### src/rtl/clsf_feature_packer_pkg.sv
// Shared widths and capture decode types for the classifier feature packer.
// Imported by the packer top and its saturating counter.
package clsf_feature_packer_pkg;

  localparam int TREE_INPUT_WIDTH = 576;
  localparam int WORD_WIDTH       = 32;
  localparam int ERR_WIDTH        = 16;

  function automatic int words_for(
    input int tree_w,
    input int word_w
  );
    return (tree_w + word_w - 1) / word_w;
  endfunction

  localparam int NUM_WORDS = words_for(TREE_INPUT_WIDTH, WORD_WIDTH);
  localparam int SOF_BIT   = WORD_WIDTH;

  typedef enum logic [2:0] {
    CAP_IDLE,
    CAP_FIRST,
    CAP_ORPHAN,
    CAP_RESYNC,
    CAP_NEXT,
    CAP_LAST
  } cap_e;

endpackage

### src/rtl/clsf_feature_packer_sat_counter.sv
// Saturating event counter with synchronous active-high clear.
// Holds at all-ones once reached; never wraps.
module clsf_feature_packer_sat_counter #(
  parameter int Width = 16
) (
  input  logic             clk,
  input  logic             rst,
  input  logic             inc,
  output logic [Width-1:0] count
);

  logic at_max;

  assign at_max = &count;

  always_ff @(posedge clk) begin
    if (rst) begin
      count <= '0;
    end else if (inc && !at_max) begin
      count <= count + Width'(1);
    end
  end

endmodule

### src/rtl/clsf_feature_packer.sv
// Pops sof-tagged words from the rx FIFO and assembles one tree feature
// vector per frame, strobing data_valid for one cycle per vector.
module clsf_feature_packer
  import clsf_feature_packer_pkg::*;
#(
  parameter int TreeInputWidth = TREE_INPUT_WIDTH,
  parameter int WordWidth      = WORD_WIDTH
) (
  input  logic                      rx_fifo_clock,
  input  logic                      rx_fifo_reset,
  input  logic [WordWidth:0]        fifo_rdata,
  input  logic                      fifo_empty,
  output logic                      fifo_rd_en,
  output logic [TreeInputWidth-1:0] data_out,
  output logic                      data_valid,
  output logic [ERR_WIDTH-1:0]      err_count
);

  localparam int NumWords = words_for(TreeInputWidth, WordWidth);
  localparam int IdxW     = (NumWords > 1) ? $clog2(NumWords) : 1;
  localparam int StageW   = (NumWords - 1) * WordWidth;
  localparam int LastW    = TreeInputWidth - StageW;

  localparam logic [IdxW-1:0] LastIdx = IdxW'(NumWords - 1);
  localparam logic [IdxW-1:0] OneIdx  = IdxW'(1);

  logic                 rd_pending;
  logic [IdxW-1:0]      idx;
  logic [IdxW-1:0]      idx_nxt;
  logic [StageW-1:0]    staging;
  logic [WordWidth-1:0] payload;
  logic                 sof;
  logic                 first;
  logic                 last;
  logic                 err_inc;
  cap_e                 cap;

  assign payload = fifo_rdata[WordWidth-1:0];
  assign sof     = fifo_rdata[WordWidth];
  assign first   = (idx == '0);
  assign last    = (idx == LastIdx);

  // Reset gates the pop so nothing leaves the FIFO while it is held.
  assign fifo_rd_en = !fifo_empty && !rx_fifo_reset;

  always_comb begin
    cap = CAP_IDLE;
    unique case (1'b1)
      !rd_pending:                        cap = CAP_IDLE;
      rd_pending && first && sof:         cap = CAP_FIRST;
      rd_pending && first && !sof:        cap = CAP_ORPHAN;
      rd_pending && !first && sof:        cap = CAP_RESYNC;
      rd_pending && !first && !sof && last:  cap = CAP_LAST;
      rd_pending && !first && !sof && !last: cap = CAP_NEXT;
      default:                            cap = CAP_IDLE;
    endcase
  end

  always_comb begin
    idx_nxt = idx;
    err_inc = 1'b0;
    unique case (cap)
      CAP_FIRST:  idx_nxt = OneIdx;
      CAP_RESYNC: begin
        idx_nxt = OneIdx;
        err_inc = 1'b1;
      end
      CAP_ORPHAN: err_inc = 1'b1;
      CAP_NEXT:   idx_nxt = idx + OneIdx;
      CAP_LAST:   idx_nxt = '0;
      default:    idx_nxt = idx;
    endcase
  end

  always_ff @(posedge rx_fifo_clock) begin
    if (rx_fifo_reset) begin
      rd_pending <= 1'b0;
      idx        <= '0;
      data_valid <= 1'b0;
    end else begin
      rd_pending <= fifo_rd_en;
      idx        <= idx_nxt;
      data_valid <= (cap == CAP_LAST);
    end
  end

  // Stale slots after a resync are simply overwritten before the next strobe.
  always_ff @(posedge rx_fifo_clock) begin
    if (rx_fifo_reset) begin
      staging  <= '0;
      data_out <= '0;
    end else begin
      if (cap == CAP_FIRST || cap == CAP_RESYNC) begin
        staging[WordWidth-1:0] <= payload;
      end
      if (cap == CAP_NEXT) begin
        staging[int'(idx)*WordWidth +: WordWidth] <= payload;
      end
      if (cap == CAP_LAST) begin
        data_out <= {payload[LastW-1:0], staging};
      end
    end
  end

  clsf_feature_packer_sat_counter #(
    .Width(ERR_WIDTH)
  ) u_err_cnt (
    .clk   (rx_fifo_clock),
    .rst   (rx_fifo_reset),
    .inc   (err_inc),
    .count (err_count)
  );

endmodule

### config.mk
export PLATFORM = sky130hd
export DESIGN_NAME = clsf_feature_packer
export DESIGN_NICKNAME = d
export VERILOG_FILES = /design/src/rtl/clsf_feature_packer_pkg.sv /design/src/rtl/clsf_feature_packer_sat_counter.sv /design/src/rtl/clsf_feature_packer.sv
export SDC_FILE = /design/constraint.sdc
export NUM_CORES = 2
export LEC_CHECK = 0
export BUFFER_PORTS_ARGS = -buffer_cell sky130_fd_sc_hd__buf_2
export CAP_MARGIN = 20
export CORE_ASPECT_RATIO = 0.8
export CORE_MARGIN = 10
export CORE_UTILIZATION = 57
export DETAILED_ROUTE_END_ITERATION = 10
export PLACE_DENSITY = 0.8
export SLEW_MARGIN = 40
export SYNTH_ARGS = -nofsm -noshare
export SYNTH_HDL_FRONTEND = slang
export SYNTH_SLANG_ARGS = --single-unit
### constraint.sdc
create_clock -name rx_fifo_clock -period 4 [get_ports rx_fifo_clock]
set_input_delay 0.4 -clock rx_fifo_clock [delete_from_list [all_inputs] [get_ports rx_fifo_clock]]
set_output_delay 0.4 -clock rx_fifo_clock [all_outputs]
set_load 0.005 [all_outputs]
# Word-level counts from Yosys, hierarchy flattened
# Cells that the tools add are included.
totals:
  word_cells: 47
  ramBits: 0
  rom_bits: 0
  ff_bits: 1143
  latch_bits: 0
  n_memories: 0
  output_inout_bits: 594
classes:
  n_mul: 0
  div: 0
  shifts: 2
  n_bitwise: 0
  reduce_logical: 22
  n_eq_ne: 6
  n_lt_le_gt_ge: 0
  n_addsub: 3
  mux: 7
ops:
  columns: ["op", "count"]
  rows:
  - ["$bwmux W544", 1]
  - ["$shift A32 B33 Y544 const A", 1]
  - ["$shiftx A32 B33 Y544", 1]
  - ["$mux W32", 3]
  - ["$neg A10 Y33", 1]
  - ["$add A16 B1 Y16 const B", 1]
  - ["$reduce_and A16 Y1", 1]
  - ["$pmux W3 S5", 1]
  - ["$pmux W5 S3", 1]
  - ["$logic_and A1 B1 Y1", 10]
  - ["$eq A3 B2 Y1 const B", 2]
  - ["$eq A3 B3 Y1 const B", 2]
  - ["$logic_not A1 Y1", 6]
  - ["$add A5 B1 Y5 const B", 1]
  - ["$eq A5 B5 Y1 const B", 1]
  - ["$logic_not A5 Y1", 1]
  - ["$reduce_or A2 Y1", 2]
  - ["$eq A3 B1 Y1 const B", 1]
  - ["$reduce_bool A3 Y1", 1]
  - ["$logic_or A1 B1 Y1", 1]
  - ["$mux W1", 1]

# Logic depth before layout (Yosys ltp)
depth:
  word_depth: 12
  mapped_depth: 13
  depth_no_buf: 9

# Modules after synthesis
# A second synthesis with hierarchy kept.
unflattened:
  hier_cells: 3741
  hier_area_um2: 41397.2
modules_own_cells:
  columns: ["mod", "n_inst", "seq_area_each_um2", "area_per_inst_um2", "cells_each"]
  rows:
  - ["clsf_feature_packer", 1, 22561.6, 40563.9, 3645]
  - ["clsf_feature_packer_sat_counter", 1, 320.3, 833.3, 96]

# Least setup slack after synthesis
# OpenSTA, ideal clock, no wires.
synth_timing:
  path_kind: "reg-to-reg"
  start: "register idx[0]"
  end: "register staging[202]"
  path_stages_with_launch: 12
  setup_slack_ns: 0.802
  arrival_time_ns: 3.076
  setup_ns: 0.121
  path_cell_list: "dfxtp_1 buf_2 inv_1 ha_1 and2_1 ha_1 nand2b_1 or3_4 or4_1 clkbuf_1 buf_2 mux2_4"
synth_via:
  elab_chain_cells: 7
  word_cells_on_any_way: 18
  classes_between: "1 x add/sub; 2 x eq/ne; 2 x shift; 2 x mux; 11 x reduce/logical"
synth_rtl:
  columns: ["element", "line", "text"]
  rows:
  - ["start, declared", "clsf_feature_packer.sv:28", "logic [IdxW-1:0] idx;"]
  - ["start signal, assigned", "clsf_feature_packer.sv:82", "idx <= idx_nxt;"]
  - ["branches (longest 7 deep; another with $neg A10 Y33)", null, null]
  - ["end signal, assigned by index", "clsf_feature_packer.sv:94", "staging[WordWidth-1:0] <= payload;"]
  - ["end signal, assigned by index", "clsf_feature_packer.sv:97", "staging[int'(idx)*WordWidth +: WordWidth] <= payload;"]
  - ["end, declared", "clsf_feature_packer.sv:30", "logic [StageW-1:0] staging;"]
# Several ways; the timed one is not identified.
# A chain may end at the register's enable or synchronous reset.

# Worst setup path in the final report
layout_timing:
  start: "register idx[1]"
  end: "register staging[367]"
# The elaborated chain is that of the path after synthesis.

==> results.tsv <==
metric	value	unit
Hold Crit Start	fifo_rdata[19]	
pin count of the biggest net entering global routing	187	
Layout Nets	5493	
Hold Crit Depth	3	
Reg area	22900	µm²
Reg2Reg Launch Point	idx[1]	
Lkg Pwr	18.9	nW
Top Ports	630	
Max Slew Vio Count	0	
Core Region	73500	µm²
critical path, cell by cell	inv_1, ha_1, and2_1, ha_1, nand2b_1, or3_4, nor4_2, nand2b_2, buf_4, mux2i_1	
CP Capture Type	register	
Hold Vio Cnt, Final	0	
Worst Hold Class	primary input to register	
Max VDD drop	0.000333	V
placed cell count	6299	
row count	89	
CP peak stage delay	0.56	ns
most common cell after layout, fill and taps aside	nand2_1	
status	completed	
Slew @ Worst Pin	0.959	ns
area of placed instances	45700	µm²
Starting Density	0.573	
CTS tree	done	
RSZ-0062 raised after global routing	false	
DRC	0	
max-cap violations	0	
Port Buffers	629	
f_max	278	MHz
Worst R2R Path Depth	10	
Period minus WS final	3.60	ns
HPWL Detailed	84.2	mm
Synth async-reset ratio	0	
period utilisation layout	0.899	
level count of the clock H-tree	3	
sequential fraction of the synthesis area	0.543	
vias in the first global route	34000	
Die X	324	µm
clock tree buffer depth	3	
r2r setup slk	0.40	ns
flops & latches, synth	1143	
syn avg cell area	8.31	µm²
Clock Latency Late Sink	0.69	ns
number of flops mapped to enable cells by yosys	0	
Setup Viol. Count Final	0	
clock-pin slew on the worst setup and hold paths	0.07	ns
root buffer cell	clkbuf_16	
TNS Setup	0	ns
Crit Path Class	register to register	
# fillers	5873	
post-CTS setup buffer count	0	
area of the multi-input gates	17500	µm²
routed len/inst	21.5	µm
worst clock skew	0.0171	ns
Initial DRC Count	4832	
Mapped Cells	5072	
most frequent cells in the layout	nand2_1 (1542), dfxtp_1 (1143), a21oi_1 (801), buf_2 (617), nand3_1 (325)	
Post-Route WL	140	mm
PwrDens	456	nW/µm²
DIE HEIGHT	263	µm
CP max stage cell	nor4_2	
Non-Filler Instances	6498	
global-route wire length before repair	207	mm
critical path startpoint category	register	
Rel. slew slack	0.361	
GR Util All Layers	0.310	
clk sinks	1143	
Final ANT Viol Nets	0	
post-CTS sizing	0	
worst path required time	4.54	ns
DRT Pass-1 Iters	6	
design area	49300	µm²
mapped cell area	42100	µm²
post-synth cell types	51	
vias per cell	5.70	
Main synth FF type	dfxtp_1	
crit path max fanout	32	
Crit path top cell by count	ha_1	
final estimated routing congestion in global placement	0.867	
TritonCTS Buffers	105	
Die ar.	85300	µm²
share of layout cells above drive strength 1	0.168	
YS warnings	0	
via count	37000	
end of the worst register-to-register path	staging[367]	
hold worst-path end	staging[147]	
Layout area overhead	17.0	%
GRT overflow	0	
Worst EP arrival	4.13	ns
post-synthesis net count	5113	
CTS Hold Bufs	1	
initial antenna violation count	9	
[sequential cells by signal, summed over array words and instances, names as in the netlist]
name	flops
staging	544
idx	5
u_err_cnt.count	16
data_valid	1
rd_pending	1
data_out	576
[layout make-up]
| cell class | count | area share |
|---|---|---|
| sequential | 1143 | 0.464 |
| multi-input combinational | 3491 | 0.355 |
| timing repair buffer | 705 | 0.0824 |
| clock buffer | 151 | 0.0634 |
| tap | 955 | 0.0242 |
| clock inverter | 45 | 0.00980 |
| inverter | 6 | 0.000457 |
| antenna | 2 | 0.000102 |
[critical path: cells and delay by family, from the launching register on]
family        cells  cell delay, ns
simple gates      5            1.66
fa+ha+maj         2            0.60
flops             1            0.54
buf+inv           2            0.43
mux               1            0.20
[how the worst max path moves through the flow]
stage          startpoint           end  slack [ns]  cells past startpoint
2_1_floorplan      idx[0]  staging[202]        0.80                     11
3_3_place_gp       idx[1]  staging[366]        0.46                     10
3_5_place_dp       idx[1]  staging[124]        0.42                     10
4_1_cts            idx[1]  staging[100]        0.39                     10
5_1_grt            idx[1]  staging[347]        0.09                     10
6_report           idx[1]  staging[367]        0.40                     10
[power by group]
group          internal (W)  leakage [nW]  total, W  switching, W
Combinational      0.000137          7.96  0.000659      0.000522
Clock               0.00597          1.77    0.0104       0.00446
Sequential           0.0114          9.20    0.0114     0.0000100
[layer usage]
layer | global-route usage | vias up | share of wire
met4 | 0.163 | 2 | 0.057
met1 | 0.396 | 17600 | 0.39
met5 | 0 | - | 0.000093
met2 | 0.487 | 1719 | 0.46
met3 | 0.0685 | 402 | 0.096
li1 | - | 17300 | -
[kinds of logic after synthesis]
family,share of synthesized area
and+or+nand+nor,0.246
DFF,0.543
buffers and inverters,0.0441
AOI/OAI and AO/OA,0.115
adders and majority gates,0.00148
xor gates and xnor gates,0.00433
muxes,0.0467
[through the flow]
step | hold slack, ns | worst slack (ns) | power [W] | utilization
floorplan | 0.427 | 0.802 | 0.0120 | -
CTS | 0.111 | 0.394 | 0.0225 | 0.670
finish | 0.136 | 0.404 | 0.0225 | 0.671
global route | 0.137 | 0.0897 | 0.0230 | 0.671
global placement | 0.437 | 0.462 | 0.0123 | 0.619
detailed placement | 0.442 | 0.421 | 0.0123 | 0.621
[synthesized netlist by cell type, types with 4 or more instances]
cell / count / area share
mux2i_1: 193 / 0.046
buf_6: 17 / 0.0045
nand4_1: 9 / 0.0013
buf_2: 27 / 0.0032
o21ai_0: 114 / 0.014
nor4_4: 8 / 0.0040
buf_1: 14 / 0.0012
nor3_1: 9 / 0.0011
a21oi_1: 801 / 0.095
ha_1: 5 / 0.0015
buf_4: 13 / 0.0023
nor4_1: 5 / 0.00074
o21ai_1: 17 / 0.0020
nor3b_1: 4 / 0.00071
xnor2_1: 16 / 0.0033
nor2_1: 35 / 0.0031
clkbuf_1: 358 / 0.032
nand3_1: 325 / 0.039
nand2_1: 1545 / 0.14
dfxtp_1: 1143 / 0.54
nand2b_1: 326 / 0.048
nor2b_1: 38 / 0.0056
inv_1: 6 / 0.00053
No activity file was read; power rests on OpenSTA's default activity.
